==> config.mk <==
export PLATFORM = sky130hd
export DESIGN_NAME = vm_fetcher
export DESIGN_NICKNAME = d
export VERILOG_FILES = /design/src/rtl/camerica_pkg.sv /design/src/rtl/vm_read_port.sv /design/src/rtl/vm_fetcher.sv
export SDC_FILE = /design/constraint.sdc
export NUM_CORES = 1
export LEC_CHECK = 0
export ABC_AREA = 0
export CORE_MARGIN = 3
export CORE_UTILIZATION = 35
export DETAILED_ROUTE_END_ITERATION = 8
export PLACE_DENSITY_LB_ADDON = 0.3
export REMOVE_ABC_BUFFERS = 1
export SYNTH_ARGS = -nofsm -noshare
export SYNTH_HDL_FRONTEND = slang
export SYNTH_SLANG_ARGS = --single-unit
==> constraint.sdc <==
create_clock -name clk -period 3.4 [get_ports clk]
set_input_delay 0.68 -clock clk [delete_from_list [all_inputs] [get_ports clk]]
set_output_delay 0.68 -clock clk [all_outputs]
set_load 0.02 [all_outputs]
==> src/rtl/camerica_pkg.sv <==
// Shared definitions for the video-memory fetch path: FSM encoding, kind
// encoding, default job sizes and the address packing helper.
package camerica_pkg;

   typedef enum logic [1:0] {
      ST_IDLE = 2'd0,
      ST_REQ  = 2'd1,
      ST_HOLD = 2'd2
   } fetch_state_t;

   localparam logic KIND_LINE  = 1'b0;
   localparam logic KIND_HISTO = 1'b1;

   localparam int DEF_LINE_WORDS  = 256;
   localparam int DEF_HISTO_WORDS = 256;

   localparam int ADDR_W = 10;
   localparam int DATA_W = 64;

   // Address layout: {memory select, bank, word index}.
   function automatic logic [ADDR_W-1:0] vm_addr(input logic kind, input logic bank,
                                                 input logic [7:0] idx);
      return {kind, bank, idx};
   endfunction

endpackage

==> src/rtl/vm_read_port.sv <==
// Single-outstanding read port towards video memory: raises the request strobe
// with a frozen address, drops it on acknowledge and forces one idle cycle after.
module vm_read_port
   import camerica_pkg::*;
(
   input  logic              clk,
   input  logic              rst,
   input  logic              req,
   input  logic [ADDR_W-1:0] req_addr,
   output logic              done,
   output logic [DATA_W-1:0] done_data,
   output logic              vm_bus_enable,
   output logic              vm_rw,
   output logic [ADDR_W-1:0] vm_address,
   input  logic              vm_acknowledge,
   input  logic [DATA_W-1:0] vm_read_data
);

   logic              bus_en_q;
   logic              gap_q;
   logic [ADDR_W-1:0] addr_q;

   // Handshake: a request is open while bus_en_q is high; it closes on the
   // first cycle vm_acknowledge is seen, and gap_q blocks reopening next cycle.
   always_ff @(posedge clk) begin
      if (rst) begin
         bus_en_q <= 1'b0;
         gap_q    <= 1'b0;
         addr_q   <= '0;
      end else begin
         gap_q <= 1'b0;
         if (bus_en_q) begin
            if (vm_acknowledge) begin
               bus_en_q <= 1'b0;
               gap_q    <= 1'b1;
            end
         end else if (req && !gap_q) begin
            bus_en_q <= 1'b1;
            addr_q   <= req_addr;
         end
      end
   end

   assign done          = bus_en_q & vm_acknowledge;
   assign done_data     = vm_read_data;
   assign vm_bus_enable = bus_en_q;
   assign vm_rw         = bus_en_q;
   assign vm_address    = addr_q;

endmodule

==> src/rtl/vm_fetcher.sv <==
// Turns bank-completion toggles into sequential read jobs over video memory
// and streams the words out through a valid/ready port.
module vm_fetcher
   import camerica_pkg::*;
#(
   parameter int LINE_WORDS  = DEF_LINE_WORDS,
   parameter int HISTO_WORDS = DEF_HISTO_WORDS
) (
   input  logic              clk,
   input  logic              rst,
   input  logic              enable,
   input  logic              status_which_line,
   input  logic              status_which_histo,
   output logic              vm_bus_enable,
   output logic              vm_rw,
   output logic [ADDR_W-1:0] vm_address,
   input  logic              vm_acknowledge,
   input  logic [DATA_W-1:0] vm_read_data,
   output logic              out_valid,
   input  logic              out_ready,
   output logic [DATA_W-1:0] out_data,
   output logic              out_kind,
   output logic              out_first,
   output logic              out_last,
   output logic [7:0]        overrun_count
);

   localparam logic [7:0] LINE_LAST  = 8'(LINE_WORDS - 1);
   localparam logic [7:0] HISTO_LAST = 8'(HISTO_WORDS - 1);

   fetch_state_t state, state_next;

   logic              line_copy, histo_copy;
   logic              line_tog, histo_tog;
   logic              line_pend, histo_pend;
   logic              line_pend_bank, histo_pend_bank;
   logic              job_kind, job_bank;
   logic [7:0]        job_idx;
   logic [7:0]        last_idx;
   logic              start_line, start_histo, capture, accept;
   logic              line_active, histo_active;
   logic              line_ovr, histo_ovr;
   logic [8:0]        ovr_sum;
   logic [7:0]        ovr_next;
   logic              rd_done;
   logic [DATA_W-1:0] rd_data;

   assign line_tog  = status_which_line ^ line_copy;
   assign histo_tog = status_which_histo ^ histo_copy;

   assign line_active  = (state != ST_IDLE) && (job_kind == KIND_LINE);
   assign histo_active = (state != ST_IDLE) && (job_kind == KIND_HISTO);

   // A new completion while the same kind is still queued or running loses data.
   assign line_ovr  = enable && line_tog && (line_pend || line_active);
   assign histo_ovr = enable && histo_tog && (histo_pend || histo_active);

   assign ovr_sum  = {1'b0, overrun_count} + 9'(line_ovr) + 9'(histo_ovr);
   assign ovr_next = (ovr_sum > 9'd255) ? 8'hFF : ovr_sum[7:0];

   assign last_idx = (job_kind == KIND_HISTO) ? HISTO_LAST : LINE_LAST;

   always_comb begin
      state_next  = state;
      start_line  = 1'b0;
      start_histo = 1'b0;
      capture     = 1'b0;
      accept      = 1'b0;
      case (state)
         ST_IDLE: begin
            if (line_pend) begin
               start_line = 1'b1;
               state_next = ST_REQ;
            end else if (histo_pend) begin
               start_histo = 1'b1;
               state_next  = ST_REQ;
            end
         end
         ST_REQ: begin
            if (rd_done) begin
               capture    = 1'b1;
               state_next = ST_HOLD;
            end
         end
         ST_HOLD: begin
            if (out_valid && out_ready) begin
               accept     = 1'b1;
               state_next = out_last ? ST_IDLE : ST_REQ;
            end
         end
         default: state_next = ST_IDLE;
      endcase
   end

   always_ff @(posedge clk) begin
      if (rst) begin
         state <= ST_IDLE;
      end else begin
         state <= state_next;
      end
   end

   always_ff @(posedge clk) begin
      if (rst) begin
         // Copies follow the inputs so a reset never looks like a completion.
         line_copy       <= status_which_line;
         histo_copy      <= status_which_histo;
         line_pend       <= 1'b0;
         histo_pend      <= 1'b0;
         line_pend_bank  <= 1'b0;
         histo_pend_bank <= 1'b0;
         job_kind        <= KIND_LINE;
         job_bank        <= 1'b0;
         job_idx         <= 8'd0;
         out_valid       <= 1'b0;
         out_data        <= '0;
         out_kind        <= KIND_LINE;
         out_first       <= 1'b0;
         out_last        <= 1'b0;
         overrun_count   <= 8'd0;
      end else begin
         line_copy     <= status_which_line;
         histo_copy    <= status_which_histo;
         overrun_count <= ovr_next;

         if (enable && line_tog) begin
            line_pend      <= 1'b1;
            line_pend_bank <= line_copy;
         end else if (start_line) begin
            line_pend <= 1'b0;
         end

         if (enable && histo_tog) begin
            histo_pend      <= 1'b1;
            histo_pend_bank <= histo_copy;
         end else if (start_histo) begin
            histo_pend <= 1'b0;
         end

         if (start_line) begin
            job_kind <= KIND_LINE;
            job_bank <= line_pend_bank;
            job_idx  <= 8'd0;
         end else if (start_histo) begin
            job_kind <= KIND_HISTO;
            job_bank <= histo_pend_bank;
            job_idx  <= 8'd0;
         end

         if (capture) begin
            out_valid <= 1'b1;
            out_data  <= rd_data;
            out_kind  <= job_kind;
            out_first <= (job_idx == 8'd0);
            out_last  <= (job_idx == last_idx);
         end else if (accept) begin
            out_valid <= 1'b0;
            if (!out_last) begin
               job_idx <= job_idx + 8'd1;
            end
         end
      end
   end

   vm_read_port u_read_port (
      .clk            (clk),
      .rst            (rst),
      .req            (state == ST_REQ),
      .req_addr       (vm_addr(job_kind, job_bank, job_idx)),
      .done           (rd_done),
      .done_data      (rd_data),
      .vm_bus_enable  (vm_bus_enable),
      .vm_rw          (vm_rw),
      .vm_address     (vm_address),
      .vm_acknowledge (vm_acknowledge),
      .vm_read_data   (vm_read_data)
   );

endmodule

==> results of run 1 <==
-- cells in the final DEF (no fill, tap or decap), types with 2 or more instances in the layout --
master           Yosys  layout
nand2_1            166     166
clkdlybuf4s50_1      0     157
dfxtp_1            106     106
a21oi_1             93      93
clkbuf_16            0       9
nor2_1               8       8
inv_1                7       7
a31oi_1              7       7
nand2b_1             6       6
o21ai_0              6       6
nor3_1               5       5
nand3_1              5       5
nand4_1              5       5
nor2b_1              5       5
and3_1               4       4
o221ai_1             4       4
bufinv_16            0       4
and4_1               3       3
or3_1                3       3
ha_1                 3       3
buf_4                4       3
xor2_1               2       2
or4b_1               2       2
a311oi_1             2       2
nor4bb_1             2       2
o2111ai_1            2       2
or4_1                2       2
nor3b_1              2       2
-- logic make-up (layout without fill, tap and decap cells) --
logic type	after synthesis	after routing	synth area share
buffers and inverters	45	184	0.0478
multiplexers	1	1	0.00242
AO/OA/AOI/OAI	123	123	0.165
flip-flops	106	106	0.513
AND/OR/NAND/NOR	228	228	0.251
adder cells (fa/ha/maj)	4	4	0.0139
XOR/XNOR	3	3	0.00636
-- flip-flops by register name, indices dropped and copies added (netlist names), 2 cells and up --
signal	count
job_idx	8
state	2
overrun_count	8
out_data	64
u_read_port.vm_address	10
-- tightest hold or removal path, stage by stage (launching register included) --
cell and delay [ns]:
dfxtp_1 0.31, nand2_1 0.05, a21oi_1 0.05
-- per-stage QoR --
stage / hold WS, ns / cell area, sq um
after floorplan: 0.426 / 3960
after global placement: 0.441 / 5760
after detailed placement: 0.446 / 5760
after CTS: 0.456 / 6130
after global routing: 0.469 / 6130
final: 0.452 / 6130
-- area by class of cell --
class / count / area share
well taps: 143 / 0.0292
repair buffers: 161 / 0.263
multi-input cells: 359 / 0.296
clock inverters: 6 / 0.0222
flip-flops and latches: 106 / 0.346
inverters: 7 / 0.00428
clock buffers: 10 / 0.0390
-- Yosys cell counts, drive strengths merged, types with 3 or more instances --
cell type,number
a21oi,93
a31oi,7
and3,4
and4,3
buf,14
clkbuf,24
dfxtp,106
ha,3
inv,7
nand2,166
nand2b,6
nand3,5
nand4,5
nor2,8
nor2b,5
nor3,5
nor3b,3
o21ai,6
o221ai,4
or3,3
-- where the power goes --
part | total (mW) | leakage (nW) | switching, mW | internal, mW
registers | 1.28 | 0.856 | 0.0222 | 1.26
logic | 0.226 | 0.995 | 0.103 | 0.123
clock network | 1.27 | 0.179 | 0.454 | 0.817
-- worst paths after layout --
path	slack, ns	depth (start not counted)	from	to
max reg2reg	0.96	8	state[0]	overrun_count[6]
max	0.78	9	status_which_histo	overrun_count[6]
min reg2reg	0.45	2	out_data[7]	out_data[7]
min	0.45	2	out_data[7]	out_data[7]
-- layer usage --
layer,up-vias,share of wire,track usage
met3,6,0.072,0.0375
met5,-,0,0
met4,0,0.0086,0.0530
met2,126,0.47,0.276
met1,1798,0.45,0.226
li1,1998,-,-
==> reports/summary.txt, run 1 <==
Number of synthesized flops with an enable pin = 0
Post-Route WL = 11.6 mm
Initial Utilization = 0.361
Critical path's top delay family = simple AND/OR/NAND/NOR gates
Yosys top cell area share = 0.513
Multi-input gate area in the final layout = 0.00182 sq mm
Vias in the first global route = 3600
DR WL/cell = 14.7 um
Synth warn = 0
Leakage = 2.03 nW
Share of cells above drive strength 1 = 0.0370
RSZ-0062 raised after global routing = false
Global-route wire length before repair = 18.0 mm
Min cycle time layout = 2.62 ns
Register area share after synthesis = 0.513
GR Util All Layers = 0.170
Status = finished, final reports clean
Post-route setup slack = 0.781 ns
Post-route ant nets = 0
Setup tns final = 0 ns
Rows = 39
Worst Path Max Fanout = 8
Post-CTS Hold Fix Bufs = 0
FMAX = 0.382 GHz
Buf/Inv on CP = 1
Slew Limit Fails = 0
Die extent in x = 115 um
Layout area overhead = 48.3%
Largest stage delay, worst path = 0.53 ns
Top cells by area in the synthesized netlist = dfxtp_1 (51%), nand2_1 (15%), a21oi_1 (11%)
Vias = 3928
Nets@finish = 719
Depth of the CTS H-tree = 3
Setup CP Type = in -> reg
Element type at the critical path end = register
Seq cells post-synth = 106
Post-DP HPWL = 8.16 mm
Final setup violation count = 0
Clk buf depth = 2
Aggregate global routing overflow = 0
Die H = 115 um
Cell accounting for the most synthesized area = dfxtp_1
Worst min path class = reg -> reg
Post-cts resize count = 0
Initial antenna violation count = 0
TritonRoute pass-1 iters = 5
Type of origin of the critical path = input port
Fin crit share = 0.770
CP required = 3.61 ns
Antenna cells = 0
PwrDens = 454 mW/mm^2
DRT iter0 DRCs = 244
Final core utilization = 0.535
Clk Latency, worst-skew pair = 0.34 ns
Clock tree from TritonCTS = yes
Post-Syn Area per Cell = 8.11 sq um
Clk slew on worst S/H paths = 0.07 ns
Synthesized area = 0.00413 sq mm
Critical path cell sequence = clkdlybuf4s50_1, xor2_1, nand2_1, nor2_1, fa_1, ha_1, and3_1, nor4bb_1, nor3_1
Async SR Flop Fraction = 0
Max rail drop VDD = 0.208 mV
Pin count of the biggest net entering global routing = 73
Synth unique cells = 51
Final Non-Filler Cells = 792
# DRC = 0
Total power = 2.78 mW
Total Die Area = 0.0132 sq mm
Pre-CTS setup slack = 0.444 ns
I/O pin total = 159
Total CTS buffers = 9
Area of the core = 0.0115 sq mm
DR vias/cell = 4.96
CTS sink count = 106
Tightest Pin Transition = 0.832 ns
FF/Latch Area = 0.00212 sq mm
Setup fix buffers added after clock tree synthesis = 0
Placed cells = 776
Fillers = 1061
Ys flop type = dfxtp_1
Final Hold Viols = 0
Root buffer cell = clkbuf_16
Max-capacitance violation count = 0
Syn Inst Count = 510
Slowest CP cell = clkdlybuf4s50_1
Max-slew headroom = 0.444
I/O Buffers = 158
Arrival @ worst endpoint = 2.83 ns
Post-Route Skew = 0.00605 ns
RD Place Congestion = 0.806
(Power assumes the default switching activity.)
==> inputs of run 2 (changes only) <==
clock period = 2.4 ns   (was 3.4 ns; I/O delays follow)
==> run 2 against run 1 <==
Count of clock-buffer cells in the layout unchanged. Clock power up 20%. Die area unchanged. Setup slack worse by 0.63 ns. Total power up 32%.
==> reports/summary.txt, run 2 (synthesis gave the netlist of run 1 again) <==
Clk buf depth = 2 (unchanged)
Layout area overhead = 49.0% (was 48.3%)
Tightest Pin Transition = 0.752 ns (was 0.832 ns)
Arrival @ worst endpoint = 2.51 ns (was 2.83 ns)
Rows = 39 (unchanged)
Final Hold Viols = 0 (unchanged)
Element type at the critical path end = register (unchanged)
Antenna cells = 0 (unchanged)
DR WL/cell = 15.0 um (was 14.7 um)
Commonest non-fill, non-tap cell in the layout = nand2_1 (unchanged)
Clk Latency, worst-skew pair = 0.34 ns (about the same)
Largest register FFs = 64 (unchanged)
Status = finished, final reports clean (unchanged)
FMAX = 0.444 GHz
Hold Startpoint = out_data[16] (was out_data[7])
Post-Route WL = 12.1 mm (was 11.6 mm)
Hold path depth = 2 (unchanged)
Setup tns final = 0 ns (unchanged)
Setup CP Type = in -> reg (unchanged)
I/O Buffers = 158 (unchanged)
FF/Latch Area = 0.00212 sq mm (unchanged)
Post-route setup slack = 0.147 ns (was 0.781 ns)
Total CTS buffers = 9 (unchanged)
Post-DP HPWL = 8.61 mm (was 8.16 mm)
Fin Hold WS = 0.453 ns (was 0.452 ns)
TritonRoute pass-1 iters = 7 (was 5)
Depth of the CTS H-tree = 3 (unchanged)
Fin crit share = 0.939
FF-to-FF path depth = 8 (unchanged)
Share of cells above drive strength 1 = 0.0589 (was 0.0370)
Die H = 115 um (unchanged)
Clk slew on worst S/H paths = 0.07 ns (about the same)
Final core utilization = 0.537 (was 0.535)
RSZ-0062 raised after global routing = false (unchanged)
Aggregate global routing overflow = 0 (unchanged)
Multi-input gate area in the final layout = 0.00182 sq mm (about the same)
Max-slew headroom = 0.499 (was 0.444)
Min cycle time layout = 2.25 ns
Worst min path class = reg -> reg (unchanged)
Leakage = 2.07 nW (was 2.03 nW)
Design area = 0.00616 sq mm (was 0.00613 sq mm)
Commonest cells after routing, fill and taps aside = nand2_1 (166), clkdlybuf4s50_1 (157), dfxtp_1 (106) (unchanged)
Max rail drop VDD = 0.414 mV (was 0.208 mV)
Fillers = 1067 (was 1061)
CTS sink count = 106 (unchanged)
RD Place Congestion = 0.854 (was 0.806)
Final Non-Filler Cells = 805 (was 792)
Critical R2R Launch = state[1] (was state[0])
Vias in the first global route = 3766 (was 3600)
DR vias/cell = 4.99 (was 4.96)
DP Area = 0.00584 sq mm (was 0.00576 sq mm)
PwrDens = 597 mW/mm^2 (was 454 mW/mm^2)
Slew Limit Fails = 0 (unchanged)
CP required = 2.66 ns (was 3.61 ns)
Vias = 4013 (was 3928)
Initial antenna violation count = 0 (unchanged)
Root buffer cell = clkbuf_16 (unchanged)
Clock tree from TritonCTS = yes (unchanged)
Die extent in x = 115 um (unchanged)
Worst Hold Path EP = out_data[16] (was out_data[7])
Post-CTS Hold Fix Bufs = 0 (unchanged)
I/O pin total = 159 (unchanged)
Total power = 3.68 mW (was 2.78 mW)
Nets@finish = 732 (was 719)
Final setup violation count = 0 (unchanged)
Area of the core = 0.0115 sq mm (unchanged)
Total Die Area = 0.0132 sq mm (unchanged)
Type of origin of the critical path = input port (unchanged)
Placed cells = 789 (was 776)
GR Util All Layers = 0.177 (was 0.170)
Post-Route Skew = 0.00586 ns (was 0.00605 ns)
RR Endpoint = overrun_count[6] (unchanged)
Largest Register = out_data (unchanged)
Pre-CTS setup slack = -0.219 ns (was 0.444 ns)
Post-route ant nets = 0 (unchanged)
# DRC = 0 (unchanged)
Global-route wire length before repair = 18.8 mm (was 18.0 mm)
Pin count of the biggest net entering global routing = 74 (was 73)
Reg2reg setup slack = 0.20 ns (was 0.96 ns)
Initial Utilization = 0.361 (unchanged)
Max-capacitance violation count = 0 (unchanged)
DRT iter0 DRCs = 331 (was 244)
Worst Path Max Fanout = 6 (was 8)
==> run 2: per-layer routing <==
metal | part of all wire | GRT usage | vias to the layer above
met5 | 0 | 0 | -
met4 | 0.012 | 0.0538 | 0
met3 | 0.058 | 0.0344 | 15
met2 | 0.46 | 0.288 | 139
met1 | 0.47 | 0.237 | 1844
li1 | - | - | 2015
==> run 2: worst max-delay path by stage <==
stage / startpoint / end / slack [ns] / cells after the start
floorplan: u_read_port.vm_bus_enable / out_data[0] / -0.33 / 3
global placement: status_which_histo / overrun_count[1] / -0.16 / 10
detailed placement: status_which_histo / overrun_count[6] / -0.22 / 9
CTS: status_which_histo / overrun_count[6] / 0.11 / 9
global route: status_which_histo / overrun_count[6] / 0.008 / 9
finish: status_which_histo / overrun_count[6] / 0.15 / 9
==> run 2: worst max-delay path, cell delays in order <==
cell,delay [ns]
clkdlybuf4s50_1,0.46
xor2_1,0.16
nand2_1,0.09
nor2_1,0.06
fa_1,0.42
ha_1,0.22
and3_2,0.26
nor4bb_2,0.18
nor3_1,0.18
==> run 2: area by class of cell <==
type                    instances  share of cell area
repair buffers                174               0.276
clock buffers                  10              0.0388
multi-input cells             359               0.296
well taps                     143              0.0290
flip-flops and latches        106               0.344
inverters                       7             0.00426
clock inverters                 6              0.0118
==> run 2: repair_timing <==
item,in CTS,in global routing
setup buffers,0,0
gates resized for setup,0,2
setup endpoints to repair,0,1
==> run 2: power breakdown <==
| group | internal, mW | switching [mW] | total, mW |
|---|---|---|---|
| clock | 0.851 | 0.671 | 1.52 |
| sequential | 1.79 | 0.0254 | 1.81 |
| combinational | 0.185 | 0.158 | 0.343 |
| total | 2.82 | 0.854 | 3.68 |
==> inputs of run 3 (changes only) <==
MAX_ROUTING_LAYER = met4   (was unset)
==> run 3 against run 2 <==
Sequential share of layout area unchanged. Combinational power about the same. Sequential power about the same. Critical endpoint unchanged. Largest cell class unchanged.
==> reports/summary.txt, run 3 (synthesis gave the netlist of run 1 again) <==
Status = finished, final reports clean (unchanged)
Type of origin of the critical path = input port (unchanged)
Hold path depth = 2 (unchanged)
PwrDens = 597 mW/mm^2 (about the same)
Share of cells above drive strength 1 = 0.0589 (unchanged)
Setup CP Type = in -> reg (unchanged)
Nets@finish = 732 (unchanged)
Final Hold Viols = 0 (unchanged)
Max-slew headroom = 0.498 (was 0.499)
Total CTS buffers = 9 (unchanged)
I/O pin total = 159 (unchanged)
DR WL/cell = 15.0 um (about the same)
Element type at the critical path end = register (unchanged)
Post-Route Skew = 0.00696 ns (was 0.00586 ns)
DR vias/cell = 5.04 (was 4.99)
Worst Hold Path EP = out_data[16] (unchanged)
Post-DP HPWL = 8.61 mm (unchanged)
Commonest cells after routing, fill and taps aside = nand2_1 (166), clkdlybuf4s50_1 (157), dfxtp_1 (106) (unchanged)
Clock tree from TritonCTS = yes (unchanged)
Area of the core = 0.0115 sq mm (unchanged)
Die H = 115 um (unchanged)
Post-Route WL = 12.1 mm (about the same)
Initial antenna violation count = 0 (unchanged)
Arrival @ worst endpoint = 2.51 ns (about the same)
Rows = 39 (unchanged)
RR Endpoint = overrun_count[6] (unchanged)
Slowest CP cell = clkdlybuf4s50_1 (unchanged)
Reg2reg setup slack = 0.21 ns (was 0.20 ns)
FMAX = 0.444 GHz (about the same)
RD Place Congestion = 0.868 (was 0.854)
Vias = 4057 (was 4013)
Worst Path Max Fanout = 6 (unchanged)
Final Non-Filler Cells = 805 (unchanged)
Max-capacitance violation count = 0 (unchanged)
Buf/Inv on CP = 1 (unchanged)
Critical path cell sequence = clkdlybuf4s50_1, xor2_1, nand2_1, nor2_1, fa_1, ha_1, and3_2, nor4bb_2, nor3_1 (unchanged)
Vias in the first global route = 3762 (was 3766)
Pre-CTS setup slack = -0.219 ns (unchanged)
Root buffer cell = clkbuf_16 (unchanged)
Leakage = 2.07 nW (unchanged)
Min cycle time layout = 2.25 ns (about the same)
Post-route ant nets = 0 (unchanged)
Global-route wire length before repair = 18.8 mm (about the same)
Critical path's top delay family = simple AND/OR/NAND/NOR gates (unchanged)
Layout area overhead = 49.0% (unchanged)
Die extent in x = 115 um (unchanged)
Placed cells = 789 (unchanged)
Largest stage delay, worst path = 0.47 ns (was 0.46 ns)
# DRC = 0 (unchanged)
Total power = 3.68 mW (about the same)
Hold Startpoint = out_data[16] (unchanged)
Final setup violation count = 0 (unchanged)
Aggregate global routing overflow = 0 (unchanged)
Largest Register = out_data (unchanged)
Critical R2R Launch = state[1] (unchanged)
Initial Utilization = 0.361 (unchanged)
CP required = 2.66 ns (about the same)
Clk buf depth = 2 (unchanged)
TritonRoute pass-1 iters = 4 (was 7)
Clk slew on worst S/H paths = 0.07 ns (about the same)
Final core utilization = 0.537 (unchanged)
Total Die Area = 0.0132 sq mm (unchanged)
Slew Limit Fails = 0 (unchanged)
GR Util All Layers = 0.182 (was 0.177)
Commonest non-fill, non-tap cell in the layout = nand2_1 (unchanged)
Post-route setup slack = 0.149 ns (was 0.147 ns)
Pin count of the biggest net entering global routing = 74 (unchanged)
Largest register FFs = 64 (unchanged)
Worst min path class = reg -> reg (unchanged)
Antenna cells = 0 (unchanged)
FF-to-FF path depth = 8 (unchanged)
Max rail drop VDD = 0.414 mV (about the same)
DRT iter0 DRCs = 287 (was 331)
Clk Latency, worst-skew pair = 0.34 ns (about the same)
I/O Buffers = 158 (unchanged)
Setup tns final = 0 ns (unchanged)
Depth of the CTS H-tree = 3 (unchanged)
RSZ-0062 raised after global routing = false (unchanged)
Fin crit share = 0.938 (was 0.939)
Tightest Pin Transition = 0.754 ns (was 0.752 ns)
CTS sink count = 106 (unchanged)
[run 3: cell counts in the layout (fill, tap and decap cells not counted)]
No cell type changed its count.
[run 3: cell type report]
cell class,instances,area [sq um]
Inverter,7,26.3
Timing Repair Buffer,174,1700
Sequential cell,106,2120
Tap cell,143,179
Clock inverter,6,72.6
Fill cell,1067,5310
Multi-Input combinational cell,359,1820
Clock buffer,10,239
[run 3: how the worst max path moves through the flow]
stage / startpoint / cells after the start / to / slack, ns
2_1_floorplan: u_read_port.vm_bus_enable / 3 / out_data[0] / -0.33
3_3_place_gp: status_which_histo / 10 / overrun_count[1] / -0.16
3_5_place_dp: status_which_histo / 9 / overrun_count[6] / -0.22
4_1_cts: status_which_histo / 9 / overrun_count[6] / 0.11
5_1_grt: status_which_histo / 9 / overrun_count[6] / 0.008
6_report: status_which_histo / 9 / overrun_count[6] / 0.15
[run 3: where the power goes]
part,internal [mW],switching (mW)
logic,0.185,0.158
registers,1.79,0.0255
clock network,0.851,0.670
total,2.82,0.853
[run 3: through the flow]
| step | hold slack (ns) | area (sq um) |
|---|---|---|
| 4_1_cts | 0.457 | 6150 |
| 3_3_place_gp | 0.441 | 5840 |
| 2_1_floorplan | 0.426 | 3960 |
| 6_report | 0.453 | 6160 |
| 3_5_place_dp | 0.447 | 5840 |
| 5_1_grt | 0.475 | 6160 |
[run 3: timing repair]
| action | 4_1_cts | 5_1_grt |
|---|---|---|
| gates resized for setup | 0 | 2 |
| endpoints found under the setup margin | 0 | 1 |
| hold buffers | 0 | 0 |
| buffers inserted | 0 | 0 |
[run 3: worst reg2reg max path, delay by kind of cell, from the launching register on]
family / cells / cell delay (ns)
simple gates: 5 / 1.01
flops: 1 / 0.31
fa+ha+maj: 2 / 0.64
compound gates: 1 / 0.16
[run 3: routing by layer]
layer / vias to the layer above / track usage / wire length, um
li1: 2018 / - / -
met1: 1881 / 0.238 / 5580
met2: 147 / 0.287 / 5610
met3: 11 / 0.0344 / 750
met4: 0 / 0.0538 / 125
met5: - / - / 0
